`src/rtl/video_timing_sched_if.sv`:
```
// Signal bundle between video_timing_sched, its pixel source and the HDMI controller.
interface video_timing_sched_if;
    logic        run;
    logic [23:0] pix_data;
    logic        pix_req;
    logic [11:0] pix_x;
    logic [11:0] pix_y;
    logic        frame_start;
    logic        busy;
    logic [7:0]  rgb_red;
    logic [7:0]  rgb_green;
    logic [7:0]  rgb_blue;
    logic        hsync;
    logic        vsync;
    logic        de;

    modport master (
        input  run, pix_data,
        output pix_req, pix_x, pix_y, frame_start, busy,
               rgb_red, rgb_green, rgb_blue, hsync, vsync, de
    );

    modport slave (
        output run, pix_data,
        input  pix_req, pix_x, pix_y, frame_start, busy,
               rgb_red, rgb_green, rgb_blue, hsync, vsync, de
    );
endinterface

```
`src/rtl/video_timing_sched.sv`:
```
// Raster timing generator: counters -> pixel request -> source-latency delay -> aligned RGB/syncs/de.
module video_timing_sched #(
    parameter int H_ACTIVE = 640,
    parameter int H_FP     = 16,
    parameter int H_SYNC   = 96,
    parameter int H_BP     = 48,
    parameter int V_ACTIVE = 480,
    parameter int V_FP     = 10,
    parameter int V_SYNC   = 2,
    parameter int V_BP     = 33,
    parameter bit HS_POL   = 1'b0,
    parameter bit VS_POL   = 1'b0
) (
    input  logic                 clk_1x,
    input  logic                 sys_rst,
    video_timing_sched_if.master bus
);
    localparam int H_TOTAL = H_ACTIVE + H_FP + H_SYNC + H_BP;
    localparam int V_TOTAL = V_ACTIVE + V_FP + V_SYNC + V_BP;

    // 13-bit constants so a total of exactly 4096 still compares correctly
    localparam logic [12:0] H_ACT_C  = 13'(H_ACTIVE);
    localparam logic [12:0] HS_BEG_C = 13'(H_ACTIVE + H_FP);
    localparam logic [12:0] HS_END_C = 13'(H_ACTIVE + H_FP + H_SYNC);
    localparam logic [12:0] H_LAST_C = 13'(H_TOTAL - 1);
    localparam logic [12:0] V_ACT_C  = 13'(V_ACTIVE);
    localparam logic [12:0] VS_BEG_C = 13'(V_ACTIVE + V_FP);
    localparam logic [12:0] VS_END_C = 13'(V_ACTIVE + V_FP + V_SYNC);
    localparam logic [12:0] V_LAST_C = 13'(V_TOTAL - 1);

    typedef enum logic {IDLE, RUN} state_t;

    state_t      state_q, state_d;
    logic [11:0] h_cnt_q, h_cnt_d;
    logic [11:0] v_cnt_q, v_cnt_d;
    logic [12:0] h_ext, v_ext;
    logic        cnt_vld, h_wrap, frame_end;
    logic        act, hs_act, vs_act;

    assign h_ext     = {1'b0, h_cnt_q};
    assign v_ext     = {1'b0, v_cnt_q};
    assign cnt_vld   = (state_q == RUN);
    assign h_wrap    = (h_ext == H_LAST_C);
    assign frame_end = h_wrap && (v_ext == V_LAST_C);

    always_ff @(posedge clk_1x) begin
        if (sys_rst) begin
            state_q <= IDLE;
            h_cnt_q <= '0;
            v_cnt_q <= '0;
        end else begin
            state_q <= state_d;
            h_cnt_q <= h_cnt_d;
            v_cnt_q <= v_cnt_d;
        end
    end

    // Counters fall to 0 on frame end and in IDLE, so a restart always begins at (0,0)
    always_comb begin
        state_d = state_q;
        h_cnt_d = '0;
        v_cnt_d = '0;
        case (state_q)
            IDLE: begin
                if (bus.run) state_d = RUN;
            end
            RUN: begin
                if (frame_end && !bus.run) state_d = IDLE;
                if (!h_wrap) begin
                    h_cnt_d = h_cnt_q + 12'd1;
                    v_cnt_d = v_cnt_q;
                end else if (v_ext != V_LAST_C) begin
                    v_cnt_d = v_cnt_q + 12'd1;
                end
            end
            default: state_d = IDLE;
        endcase
    end

    assign act    = cnt_vld && (h_ext < H_ACT_C) && (v_ext < V_ACT_C);
    assign hs_act = cnt_vld && (h_ext >= HS_BEG_C) && (h_ext < HS_END_C);
    assign vs_act = cnt_vld && (v_ext >= VS_BEG_C) && (v_ext < VS_END_C);

    logic        pix_req_q, frame_start_q, hs_p1_q, vs_p1_q;
    logic [11:0] pix_x_q, pix_x_d, pix_y_q, pix_y_d;
    logic        de_p2_q, hs_p2_q, vs_p2_q;
    logic        de_q, hs_q, vs_q;
    logic [23:0] rgb_q, rgb_d;

    assign pix_x_d = act ? h_cnt_q : pix_x_q;
    assign pix_y_d = act ? v_cnt_q : pix_y_q;
    assign rgb_d   = de_p2_q ? bus.pix_data : 24'h0;

    // Stage 1 issues the request, stage 2 covers source latency, stage 3 lands data with timing
    always_ff @(posedge clk_1x) begin
        if (sys_rst) begin
            pix_req_q     <= 1'b0;
            frame_start_q <= 1'b0;
            pix_x_q       <= '0;
            pix_y_q       <= '0;
            hs_p1_q       <= 1'b0;
            vs_p1_q       <= 1'b0;
            de_p2_q       <= 1'b0;
            hs_p2_q       <= 1'b0;
            vs_p2_q       <= 1'b0;
            de_q          <= 1'b0;
            hs_q          <= 1'b0;
            vs_q          <= 1'b0;
            rgb_q         <= '0;
        end else begin
            pix_req_q     <= act;
            frame_start_q <= cnt_vld && (h_cnt_q == 12'd0) && (v_cnt_q == 12'd0);
            pix_x_q       <= pix_x_d;
            pix_y_q       <= pix_y_d;
            hs_p1_q       <= hs_act;
            vs_p1_q       <= vs_act;
            de_p2_q       <= pix_req_q;
            hs_p2_q       <= hs_p1_q;
            vs_p2_q       <= vs_p1_q;
            de_q          <= de_p2_q;
            hs_q          <= hs_p2_q;
            vs_q          <= vs_p2_q;
            rgb_q         <= rgb_d;
        end
    end

    assign bus.pix_req     = pix_req_q;
    assign bus.pix_x       = pix_x_q;
    assign bus.pix_y       = pix_y_q;
    assign bus.frame_start = frame_start_q;
    assign bus.busy        = cnt_vld;
    assign bus.de          = de_q;
    assign bus.rgb_red     = rgb_q[23:16];
    assign bus.rgb_green   = rgb_q[15:8];
    assign bus.rgb_blue    = rgb_q[7:0];
    assign bus.hsync       = hs_q ? HS_POL : ~HS_POL;
    assign bus.vsync       = vs_q ? VS_POL : ~VS_POL;
endmodule

```
`src/flat_wrapper.sv`:
```
// flat-port wrapper written by rule: the top's interface ports become plain ports
module video_timing_sched_flat 
#(
    parameter int H_ACTIVE = 640,
    parameter int H_FP     = 16,
    parameter int H_SYNC   = 96,
    parameter int H_BP     = 48,
    parameter int V_ACTIVE = 480,
    parameter int V_FP     = 10,
    parameter int V_SYNC   = 2,
    parameter int V_BP     = 33,
    parameter bit HS_POL   = 1'b0,
    parameter bit VS_POL   = 1'b0
)
  (clk_1x, sys_rst, bus_run, bus_pix_data, bus_pix_req, bus_pix_x, bus_pix_y, bus_frame_start, bus_busy, bus_rgb_red, bus_rgb_green, bus_rgb_blue, bus_hsync, bus_vsync, bus_de);
  video_timing_sched_if bus_i ();
  input  logic clk_1x;
  input  logic sys_rst;
  input wire logic [$bits(bus_i.run)-1:0] bus_run;
  input wire logic [$bits(bus_i.pix_data)-1:0] bus_pix_data;
  output wire logic [$bits(bus_i.pix_req)-1:0] bus_pix_req;
  output wire logic [$bits(bus_i.pix_x)-1:0] bus_pix_x;
  output wire logic [$bits(bus_i.pix_y)-1:0] bus_pix_y;
  output wire logic [$bits(bus_i.frame_start)-1:0] bus_frame_start;
  output wire logic [$bits(bus_i.busy)-1:0] bus_busy;
  output wire logic [$bits(bus_i.rgb_red)-1:0] bus_rgb_red;
  output wire logic [$bits(bus_i.rgb_green)-1:0] bus_rgb_green;
  output wire logic [$bits(bus_i.rgb_blue)-1:0] bus_rgb_blue;
  output wire logic [$bits(bus_i.hsync)-1:0] bus_hsync;
  output wire logic [$bits(bus_i.vsync)-1:0] bus_vsync;
  output wire logic [$bits(bus_i.de)-1:0] bus_de;
  assign bus_i.run = bus_run;
  assign bus_i.pix_data = bus_pix_data;
  assign bus_pix_req = bus_i.pix_req;
  assign bus_pix_x = bus_i.pix_x;
  assign bus_pix_y = bus_i.pix_y;
  assign bus_frame_start = bus_i.frame_start;
  assign bus_busy = bus_i.busy;
  assign bus_rgb_red = bus_i.rgb_red;
  assign bus_rgb_green = bus_i.rgb_green;
  assign bus_rgb_blue = bus_i.rgb_blue;
  assign bus_hsync = bus_i.hsync;
  assign bus_vsync = bus_i.vsync;
  assign bus_de = bus_i.de;
  video_timing_sched #(.H_ACTIVE(H_ACTIVE), .H_FP(H_FP), .H_SYNC(H_SYNC), .H_BP(H_BP), .V_ACTIVE(V_ACTIVE), .V_FP(V_FP), .V_SYNC(V_SYNC), .V_BP(V_BP), .HS_POL(HS_POL), .VS_POL(VS_POL)) u_core (.clk_1x(clk_1x), .sys_rst(sys_rst), .bus(bus_i));
endmodule
```
`config.mk`:
```
export PLATFORM = sky130hd
export DESIGN_NAME = video_timing_sched_flat
export DESIGN_NICKNAME = d
export VERILOG_FILES = /design/src/rtl/video_timing_sched_if.sv /design/src/rtl/video_timing_sched.sv /design/src/flat_wrapper.sv
export SDC_FILE = /design/constraint.sdc
export NUM_CORES = 1
export LEC_CHECK = 0
export ABC_AREA = 1
export CAP_MARGIN = 10
export CORE_MARGIN = 5
export CORE_UTILIZATION = 44
export DETAILED_ROUTE_END_ITERATION = 10
export GPL_TIMING_DRIVEN = 0
export PLACE_DENSITY = 0.75
export SKIP_LAST_GASP = 1
export SYNTH_ARGS = -nofsm -noshare
export SYNTH_HDL_FRONTEND = slang
export SYNTH_SLANG_ARGS = --single-unit
export TNS_END_PERCENT = 10
```
`constraint.sdc`:
```
create_clock -name clk_1x -period 1.3 [get_ports clk_1x]
set_input_delay 0.195 -clock clk_1x [delete_from_list [all_inputs] [get_ports clk_1x]]
set_output_delay 0.195 -clock clk_1x [all_outputs]
set_load 0.1 [all_outputs]
```
### Word-level counts from Yosys, hierarchy flattened

Cells that the tools add are included.

| cells by class | value |
|---|---|
| add/subtract/negate cells | 2 |
| multipliers | 0 |
| divide/modulo/power cells | 0 |
| magnitude comparators | 6 |
| eq/ne operators | 3 |
| shifts and indexed selects | 0 |
| mux-type cells | 6 |
| bitwise logic cells | 2 |
| reduce and logical (&&, ||, !) cells | 16 |

Operators by type and width:

| operator | count |
|---|---|
| $add 12x1->12 const B | 2 |
| $eq 12x10->1 const B | 2 |
| $logic_not 12->1 | 2 |
| $lt 12x10->1 const B | 2 |
| $lt 12x9->1 const B | 2 |
| $ge 12x10->1 const B | 1 |
| $ge 12x9->1 const B | 1 |
| $mux 12 | 1 |
| $ne 12x10->1 const B | 1 |
| $logic_and 1x1->1 | 10 |
| $mux 1 | 4 |
| $reduce_or 2->1 | 2 |
| $reduce_or 3->1 | 1 |
| $not 1->1 | 2 |
| $pmux 1 s2 | 1 |
| $logic_not 1->1 | 1 |

| storage, ports and cells | value |
|---|---|
| register bits | 83 |
| latch bits | 0 |
| RAM bits | 0 |
| bits in read-only memories | 0 |
| bits of input ports | 27 |
| output and inout bits | 54 |
| word-level logic and storage cells | 51 |
| memories kept | 0 |

### Longest topological paths before layout

Gate-level depths: netlist of run 1.

| logic depth | value |
|---|---|
| depth after elaboration | 5 |
| depth in mapped cells | 9 |

### Least setup slack after synthesis of run 1

Ideal clock, no wire load.

| path | value |
|---|---|
| kind | flip-flop to flip-flop |
| start | reg u_core.state_q, in the netlist u_core.bus.busy |
| end | reg u_core.pix_x_q[0], in the netlist u_core.bus.pix_x[0] |
| setup time | 0.113 ns |
| arrival | 1.667 ns |
| required time | 1.187 ns |
| setup slack | -0.480 ns |
| cell stages (with the launch flop) | 7 |
| buffers on the path | 1 |
| clock period less this slack | 1.780 ns |
| cell sequence | dfxtp_1 > nand2_1 > nor2_2 > nand3_4 > buf_4 > nor2_1 > nor2_1 |

| on the way | value |
|---|---|
| longest elaborated chain between the ends | 2 |

Ends and longest elaborated chain:

| element | RTL line | RTL |
|---|---|---|
| from (decl) | video_timing_sched.sv:33 | `state_t state_q, state_d;` |
| from (signal assigned) | video_timing_sched.sv:52 | `state_q <= state_d;` |
| $logic_and 1x1->1 (2 in series) | video_timing_sched.sv:80 | `assign act = cnt_vld && (h_ext < H_ACT_C) && (v_ext < V_ACT_C);` |
| to (signal assigned) | video_timing_sched.sv:113 | `pix_x_q <= pix_x_d;` |
| to (decl) | video_timing_sched.sv:85 | `logic [11:0] pix_x_q, pix_x_d, pix_y_q, pix_y_d;` |

Every way passes these cells.
A chain may end at the register's enable or synchronous reset.

### Worst setup path after layout of run 1

| path | value |
|---|---|
| start | reg u_core.h_cnt_q[1] |
| end | reg u_core.v_cnt_q[3] |

| on the way | value |
|---|---|
| longest elaborated chain between the ends | 1 |

Ends and longest elaborated chain:

| element | RTL line | RTL |
|---|---|---|
| from (decl) | video_timing_sched.sv:34 | `logic [11:0] h_cnt_q, h_cnt_d;` |
| from (signal assigned) | video_timing_sched.sv:53 | `h_cnt_q <= h_cnt_d;` |
| $eq 12x10->1 | video_timing_sched.sv:43 | `assign h_wrap = (h_ext == H_LAST_C);` |
| to (signal assigned) | video_timing_sched.sv:54 | `v_cnt_q <= v_cnt_d;` |
| to (decl) | video_timing_sched.sv:35 | `logic [11:0] v_cnt_q, v_cnt_d;` |

Every way passes these cells.

==> reports/metrics.cfg, run 1 <==
[finish]
final_cell_mix=nor2_1 (108), nand2_1 (105), inv_1 (85), dfxtp_1 (76), buf_2 (28)
register_area_um2=1680
fillCellCount=625
multi_input_comb_area_um2=1400
final-instance-count-excl-fill=682
drive_gt1_share_pct=23.3
fin_util_pct=62.5
final_common_cell=nor2_1
fin_nets=609
n_antenna_cell=0
area_delta_synth_final_pct=36.3

[power_and_ir_drop]
p_total_mw=6.08
power.density_nw_per_um2=1330
ir_drop_uv=609
leakage_nw=2.17

[clock_tree]
cts_sinks=83
h-tree-depth=3
cts_tree=done
cts-root-buf=clkbuf_8
clock_latency_ps=360
clock_path_buffers=2
hold_buffers=0
clkTransAtPathRegs_ps=90
numCtsBuffers=9

[sta]
setup_slack_ps=-178
slew_violations=0
fmax_mhz=677
setup_tns_ps=-6360
finalCritPeriodShare_pct=114
finClkSkew_ps=8.64
fin_hold_ws_ps=348
relSlewSlack_pct=63.9
rsz0062_at_grt=true
min_period_ps=1480
finalHoldViolations=0
finalSetupViolCount=105
tightest_slew_ps=545

[detailed_routing]
vias_per_cell=4.69
drt_pass1_iterations=5
vias=3196
routed_wl_um=8390
remaining_drc_errors=0
ant_nets=0
detail_route.wl_per_cell_um=12.3
drt_iter0_drc=172

[job]
maxCapViolations=0

[yosys]
synth_seq_cells=83
synth-compound-area-share_pct=2.08
synth_area_um2=3360
synth_fa_ha_area_share_pct=1.49
syn_nets=508
synth.avg_cell_area_um2=7.05
seq_area_frac_synth_pct=49.4
synth_cells=477
synthXorXnorAreaFrac_pct=0.521
synth_simple_gate_area_share_pct=34.2
yosys-mux-area-fraction_pct=0
synth_top_family_by_area=simple AND/OR/NAND/NOR gates
yosysWarnings=0
yosys.cell_types.count=21

[setup_path]
crit_path_max_fanout=5
timing.rr.start=u_core.h_cnt_q[1]
critPathLaunchType=register
cpMostUsedCell=nor2_1
slowest_stage=dfxtp_4
cp.arrival_ps=1730
worstSetupPathType=register to register
required_ps=1560
slowest_delay_ps=380
crit_path_end_kind=register
critPathLaunch=u_core.h_cnt_q[1]
path_cells=ha_4 -> nand2_4 -> nor2_4 -> nand3_1 -> nor2_2 -> nand2_1 -> nor2_1 -> nor2_1

[placement]
io_buffers=80
gp_congestion=0.915
place_hpwl_um=5830
dp_cells=656

[status]
outcome=finished, violations left
violations=setup timing

[global_route]
grt_pass1_vias=2907
grtUsageTotal_pct=17.2
grt_first_pass_wirelength_um=13400
antenna_found_initial=0
grt_max_degree=15
grt_overflow=0

[die]
die_y_um=97.4
start_util_pct=45.9
fp.coreArea_um2=7330
die_w_um=97.4
num_rows=31
dieArea_um2=9490
io_pins=81

[min_path]
worst_hold_path_type=input pin to register
hold_start=bus_pix_data[22]

## state kept, by name, indices dropped and copies added (netlist names)
register,flops
u_core.vs_q,1
u_core.vs_p1_q,1
u_core.rgb_q,24
u_core.bus.busy,1
u_core.h_cnt_q,12
u_core.bus.pix_y,12
u_core.v_cnt_q,12
u_core.bus.pix_x,12
u_core.vs_p2_q,1
u_core.de_p2_q,1
u_core.bus.frame_start,1
u_core.hs_p1_q,1
u_core.bus.pix_req,1
u_core.hs_q,1
u_core.bus.de,1
u_core.hs_p2_q,1
## Yosys cell counts
library cell,instances,area share (%)
xor2_1,2,0.52
buf_2,6,0.89
inv_1,86,9.6
nor2_1,116,13
nand2_2,3,0.56
nand3_1,20,3.0
ha_1,4,1.5
dfxtp_1,83,49
buf_6,3,1.0
nand4_1,4,0.74
a21oi_1,10,1.5
buf_4,2,0.45
nor3_1,5,0.74
nor4_1,2,0.37
nor2_4,3,1.0
inv_2,3,0.33
o21ai_0,4,0.60
nand2_1,111,12
nor2_2,7,1.3
nand2_4,2,0.67
nand3_4,1,0.52
## power breakdown
part           internal (mW)  switching (mW)
combinational          0.291           0.861
sequential              2.63          0.0438
clock                   1.28           0.967
## stage by stage
stage               setup slack [ps]  cell area (um2)
finish                          -178             4580
global route                    -239             4580
CTS                             -119             4450
detailed placement              -440             4310
global placement                -434             4310
floorplan                      -1.06             3380
## final cells by class
type	count	share of cell area, %
tap	99	2.70
multi-input combinational	296	30.5
clock buffer	10	2.78
buffer	11	1.94
sequential	83	36.6
clock inverter	6	2.46
timing repair buffer	88	15.7
inverter	89	7.29
## worst max-delay path, delay by kind of cell (launching register included)
kind,cells,cell delay [ps]
fa+ha+maj,1,150
flops,1,380
simple gates,7,840
## routing by layer
| layer | track usage, % | part of all wire, % | up-vias |
|---|---|---|---|
| met5 | 0 | 0 | - |
| met4 | 7.24 | 2.4 | 0 |
| met3 | 4.24 | 8.4 | 18 |
| met2 | 28.6 | 45 | 156 |
| met1 | 21.3 | 44 | 1423 |
| li1 | - | - | 1599 |
## logic make-up (layout without fill, tap and decap cells)
group                      count (synthesis)  in the layout
AOI/OAI and AO/OA                         14             14
xor gates and xnor gates                   2              2
adders and majority gates                  4              4
buffers and inverters                    100            204
DFF                                       83             83
and+or+nand+nor                          274            276
## path summary, 6_finish.rpt
path                            slack, ps           endpoint  cells past startpoint
worst max-delay path                 -180  u_core.v_cnt_q[3]                      8
worst min-delay path                  350   u_core.rgb_q[22]                      3
worst max register to register       -180  u_core.v_cnt_q[3]                      8
worst min register to register        410     u_core.hs_p2_q                      2
## repair_timing
action | 4_1_cts | 5_1_grt
buffers inserted | 2 | 6
gates resized for setup | 263 | 29
setup endpoints to repair | 121 | 113
pin swaps | 2 | 13
cloned | 1 | 1
Note: power is estimated with default switching activity, not from simulation.
==> run 2, diff against run 1 <==
--- a/config.mk
+++ b/config.mk
@@ -10,6 +10,7 @@
 export CORE_MARGIN = 5
 export CORE_UTILIZATION = 44
 export DETAILED_ROUTE_END_ITERATION = 10
+export GPL_ROUTABILITY_DRIVEN = 0
 export GPL_TIMING_DRIVEN = 0
 export PLACE_DENSITY = 0.75
 export SKIP_LAST_GASP = 1
==> results of run 2 <==
Final layout, timing and power as in run 1 (identical DEF).
